`config.mk`:
```
export PLATFORM = sky130hd
export DESIGN_NAME = shift_cmd_sequencer
export DESIGN_NICKNAME = d
export VERILOG_FILES = /design/src/rtl/shift_cmd_sequencer.sv
export SDC_FILE = /design/constraint.sdc
export NUM_CORES = 1
export LEC_CHECK = 0
export ABC_AREA = 0
export CORE_ASPECT_RATIO = 0.75
export CORE_UTILIZATION = 50
export CTS_CLUSTER_SIZE = 8
export DETAILED_ROUTE_END_ITERATION = 16
export PLACE_DENSITY = 0.71
export SETUP_SLACK_MARGIN = 0.15
export SLEW_MARGIN = 25
export SYNTH_ARGS = -nofsm -noshare
export SYNTH_HDL_FRONTEND = slang
export SYNTH_SLANG_ARGS = --single-unit
export TNS_END_PERCENT = 50
```
`constraint.sdc`:
```
create_clock -name clk -period 7.1 [get_ports clk]
set_input_delay 1.775 -clock clk [delete_from_list [all_inputs] [get_ports clk]]
set_output_delay 1.775 -clock clk [all_outputs]
set_load 0.02 [all_outputs]
```
`src/rtl/shift_cmd_sequencer.sv`:
```
// shift_cmd_sequencer
// Queues shift-register commands in a small FIFO and issues them one per
// cycle-run to a downstream universal shift register. Each command runs
// count+1 issue cycles; consecutive commands issue with no bubble.
// A local shadow register tracks what the downstream register holds.
//
// Ports:
//   clk, rst        : rising-edge clock, synchronous active-high reset
//   cmd_valid/ready : command handshake (ready depends only on FIFO level)
//   cmd_mode        : 00 hold, 01 shift right, 10 shift left, 11 load
//   cmd_count       : repeat count, command runs cmd_count+1 cycles
//   cmd_data        : parallel load value
//   cmd_sin         : serial-in bit for shift modes
//   sr_en, sel, par_out, sin : registered controls to downstream register
//   done            : high on the last issue cycle of each command
//   fifo_level      : current FIFO occupancy
//   shadow_q        : model of downstream register contents
module shift_cmd_sequencer #(
  parameter int FIFO_DEPTH = 4
) (
  input  logic                          clk,
  input  logic                          rst,
  input  logic                          cmd_valid,
  output logic                          cmd_ready,
  input  logic [1:0]                    cmd_mode,
  input  logic [3:0]                    cmd_count,
  input  logic [3:0]                    cmd_data,
  input  logic                          cmd_sin,
  output logic                          sr_en,
  output logic [1:0]                    sel,
  output logic [3:0]                    par_out,
  output logic                          sin,
  output logic                          done,
  output logic [$clog2(FIFO_DEPTH):0]   fifo_level,
  output logic [3:0]                    shadow_q
);

  localparam int AW = $clog2(FIFO_DEPTH);
  localparam int LW = AW + 1;

  typedef enum logic {IDLE = 1'b0, RUN = 1'b1} state_t;

  typedef struct packed {
    logic [1:0] mode;
    logic [3:0] count;
    logic [3:0] data;
    logic       sin;
  } cmd_t;

  cmd_t            mem_q [FIFO_DEPTH];
  cmd_t            cmd_in;
  cmd_t            head;

  logic [AW-1:0]   wr_ptr_q, wr_ptr_d;
  logic [AW-1:0]   rd_ptr_q, rd_ptr_d;
  logic [LW-1:0]   level_q, level_d;
  state_t          state_q, state_d;
  logic [3:0]      cnt_q, cnt_d;
  logic            sr_en_q, sr_en_d;
  logic [1:0]      sel_q, sel_d;
  logic [3:0]      par_q, par_d;
  logic            sin_q, sin_d;
  logic            done_q, done_d;
  logic [3:0]      shadow_d;
  logic            push, pop;

  assign cmd_in     = '{mode: cmd_mode, count: cmd_count, data: cmd_data, sin: cmd_sin};
  // Full blocks acceptance even when a pop happens in the same cycle.
  assign cmd_ready  = (level_q != LW'(FIFO_DEPTH));
  assign sr_en      = sr_en_q;
  assign sel        = sel_q;
  assign par_out    = par_q;
  assign sin        = sin_q;
  assign done       = done_q;
  assign fifo_level = level_q;

  always_comb begin
    head     = mem_q[rd_ptr_q];
    push     = cmd_valid && cmd_ready && !rst;
    // Pop whenever idle, or at the end of the last issue cycle, so the next
    // command follows with no bubble. Pushes land in the FIFO first (no bypass).
    pop      = ((state_q == IDLE) || (cnt_q == 4'd0)) && (level_q != '0);

    state_d  = IDLE;
    sr_en_d  = 1'b0;
    sel_d    = 2'b00;
    par_d    = 4'b0000;
    sin_d    = 1'b0;
    done_d   = 1'b0;
    cnt_d    = 4'd0;
    shadow_d = shadow_q;

    if (state_q == RUN) begin
      case (sel_q)
        2'b11:   shadow_d = par_q;
        2'b01:   shadow_d = {sin_q, shadow_q[3:1]};
        2'b10:   shadow_d = {shadow_q[2:0], sin_q};
        default: shadow_d = shadow_q;
      endcase
    end

    if (pop) begin
      state_d = RUN;
      sr_en_d = 1'b1;
      sel_d   = head.mode;
      par_d   = head.data;
      sin_d   = head.sin;
      cnt_d   = head.count;
      done_d  = (head.count == 4'd0);
    end else if ((state_q == RUN) && (cnt_q != 4'd0)) begin
      state_d = RUN;
      sr_en_d = 1'b1;
      sel_d   = sel_q;
      par_d   = par_q;
      sin_d   = sin_q;
      cnt_d   = cnt_q - 4'd1;
      done_d  = (cnt_q == 4'd1);
    end

    wr_ptr_d = push ? wr_ptr_q + AW'(1) : wr_ptr_q;
    rd_ptr_d = pop  ? rd_ptr_q + AW'(1) : rd_ptr_q;
    level_d  = level_q + LW'(push) - LW'(pop);
  end

  always_ff @(posedge clk) begin
    if (rst) begin
      state_q  <= IDLE;
      wr_ptr_q <= '0;
      rd_ptr_q <= '0;
      level_q  <= '0;
      cnt_q    <= 4'd0;
      sr_en_q  <= 1'b0;
      sel_q    <= 2'b00;
      par_q    <= 4'b0000;
      sin_q    <= 1'b0;
      done_q   <= 1'b0;
      shadow_q <= 4'b0000;
    end else begin
      state_q  <= state_d;
      wr_ptr_q <= wr_ptr_d;
      rd_ptr_q <= rd_ptr_d;
      level_q  <= level_d;
      cnt_q    <= cnt_d;
      sr_en_q  <= sr_en_d;
      sel_q    <= sel_d;
      par_q    <= par_d;
      sin_q    <= sin_d;
      done_q   <= done_d;
      shadow_q <= shadow_d;
    end
  end

  // Command storage holds data only; occupancy is tracked by the pointers.
  always_ff @(posedge clk) begin
    if (push) mem_q[wr_ptr_q] <= cmd_in;
  end

endmodule

```
==> impl_results.md <==
* Run status: complete, no violations
* Synthesized area per cell at roughly 15 sq um
* Compound-Gate Fraction of Synth Area at 7.40%
* Fmax achieved at about 0.24 GHz
* Slew Viols, Final at 0
* Share of the synthesized area in the top cell type at between 40% and 50%
* Power Density at slightly below 400 nW/um^2
* Largest net degree at the start of global routing at 28
* Crit Path Max Fanout at 27
* Sw Pwr at around 0.46 mW
* Simple-gate area share of the yosys netlist at 7.44%
* Clock power share at about a quarter
* Initial antenna violation count at 0
* Dominant cells by area after synthesis: edfxtp_1, dfxtp_1, mux4_1, ha_1, a22oi_1
* Gate Count Post-Synth at between 150 and 200
* IO Pins at 31
* 1st-iter DRT viols at 60
* Fin. Hold Viols at 0
* Clock Skew at between 6 and 7 ps
* GRT Residual Overflow at 0
* Post-CTS Setup Inserts at 0
* Period utilization at 59.4%
* CTS clock-pin slew for the worst setup and hold paths at about 70 ps
* Asr flop ratio synth at 0%
* Leak pwr at 1.18 nW
* Critical path class: in2reg
* Die Height at ~67 um
* ANT nets after route at 0
* Area Overhead vs Synth at 19.1%
* Avg WL per Cell at about 17 um
* Core Region at between 5000 and 6000 sq um
* Yosys reg bits at 70
* PostCTS Resize Cnt at 0
* Die span in x at 89.3 um
* Routed Wire Length at just over 5 mm
* DR DRC count at 0
* Full die area at 6020 sq um
* Initial Util at between 50% and 60%
* Reg power frac at a little over two fifths
* Combinational share of power at between 30% and 40%
* Yosys cell types at 32
* Clock root buffer master: clkbuf_8
* Post-synth top flop: edfxtp_1
* Synthesized area at approximately 2900 sq um
* Post-synthesis xor/xnor area fraction at under 10%
* Num CTS Buffers at 9
* Average vias per placed instance at between 5 and 6
* Maxcap violations at 0
* R2R Path Start: cnt_q[0]
* TNS Setup at 0 ps
* Sw Share at between 30% and 40%
* Final hold slack at around 510 ps
* First-pass GRT wire length at 8.35 mm
* Mux contribution to synthesized area at under 10%
* Hold Buf Count CTS at 0
* Worst Hold Class: reg2reg
* Detailed placement HPWL at between 3 and 4 mm
* Pre-Repair DR Iteration Count at 4
* Ratio of cells with drive above 1 in the final layout at under 10%
* Net count, final at about 250
* Clk sinks at 70
* HP Start: wr_ptr_q[1]
* Syn nets at 219
* Sequential area share after synthesis at 64.4%
* Longest Clk Path Bufs at 2
* Ant diodes at 0
* Crit. End Element: flop
* Worst setup path start: rst
* EDFF count, synth at 44
* Final min period at between 4000 and 5000 ps
* Unrepaired setup endpoints after global routing: false
* Global Route Usage Sum at between 20% and 30%
* H-Tree Level Count at 3
* Worst slew pin tran at about 890 ps
* Final setup fails at 0
* Largest family of logic cells by synthesized area: multiplexers
* Int Pwr at just under 0.9 mW
* Vias in the first global route at approximately 1700
* Vias at approximately 1700
* Reg2reg setup slack at 4270 ps
* Placer Congestion at 0.838
* CTS tree: done
* Skew-Pair Late Insertion Delay at about 350 ps
* Row Count at 23
* Yosys top cell by area: edfxtp_1
* Worst VDD drop at between 0.00015 and 0.0002 V
* Worst EP arrival at 4420 ps
* I/O Buffers at 30
* Worst EP required at 7300 ps
* Post-Synth Adder-Cell Area at under 10%
* Critical path startpoint category: input pin
* Slew headroom at 40.5%
* Yosys warns at 0
[cells in the mapped netlist, types with 2 or more instances]
cell,n
nand2b_1,2
nand2_1,3
and2_1,5
a21oi_1,8
edfxtp_1,44
ha_1,12
a22oi_1,14
a211oi_1,4
dfxtp_1,26
xnor2_1,3
inv_1,11
clkbuf_1,5
xor2_1,3
nor3_1,2
mux4_2,2
nor2_1,24
mux4_1,9
[cell usage in the layout (no fill, tap or decap), types with 2 or more instances in the layout]
master,instances
nor3_1,2
a211oi_1,4
nand2_1,3
nor2_1,24
nand2b_1,2
and2_1,5
dfxtp_1,26
clkbuf_8,9
inv_1,11
mux4_2,2
clkinvlp_4,2
a22oi_1,14
mux4_1,9
clkdlybuf4s50_1,30
edfxtp_1,44
a21oi_1,8
ha_1,12
clkinv_4,2
xor2_1,3
xnor2_1,3
[final cells by class]
class	count	area [sq um]
Fill cell	413	2010
Inverter	11	41.3
Timing Repair Buffer	30	300
Clock buffer	10	128
Multi-Input combinational cell	102	928
Tap cell	75	93.8
Sequential cell	70	1840
Clock inverter	6	71.3
[kinds of logic after synthesis]
kind of cell / count (synthesis)
DFF: 70
and+or+nand+nor: 43
AOI/OAI and AO/OA: 29
buffers and inverters: 20
adders and majority gates: 13
muxes: 11
xor gates and xnor gates: 6
[sequential cells by signal, indices dropped and copies added, names as in the netlist, named ones only]
register	flops
rd_ptr_q	2
wr_ptr_q	2
sel	2
par_out	4
sin	1
mem_q	44
fifo_level	3
shadow_q	4
cnt_q	4
done	1
sr_en	1
[critical path, stage by stage]
cell and delay (ps):
clkdlybuf4s50_1 870, nor2_1 420, inv_1 90, ha_1 290
inv_1 50, ha_1 120, inv_1 50, fa_1 380
xor2_1 180, xnor2_1 140, nor2_1 50
[layer usage]
metal	routed length, um	global-route usage (%)
met1	2270	25.3
met2	2530	32.4
met3	289	8.44
met4	66	6.55
met5	0	0
[path summary, 6_finish.rpt]
path / to / depth (start not counted)
max reg2reg: fifo_level[2] / 12
max: fifo_level[2] / 11
min: wr_ptr_q[1] / 2
min reg2reg: wr_ptr_q[1] / 2
[through the flow]
stage | setup slack [ps] | power, mW | util [%] | cells | cell area [sq um]
finish | 2880 | 1.33 | 62.9 | 304 | 3400
global route | 2600 | 1.42 | 62.9 | 304 | 3400
CTS | 2860 | 1.34 | 62.9 | 304 | 3400
detailed placement | 2500 | 1.02 | 59.3 | 288 | 3210
global placement | 2650 | 0.987 | 59.3 | 288 | 3210
floorplan | 3610 | 0.883 | - | 192 | 2860
[power by group through the flow]
| stage | Sequential [mW] | Clock (mW) | Combinational (mW) |
|---|---|---|---|
| after detailed placement | 0.579 | 0 | 0.444 |
| after floorplan | 0.581 | 0 | 0.302 |
| final | 0.569 | 0.316 | 0.442 |
| after global placement | 0.571 | 0 | 0.416 |
| after CTS | 0.570 | 0.323 | 0.447 |
| after global routing | 0.579 | 0.341 | 0.496 |
(Power assumes the default switching activity.)
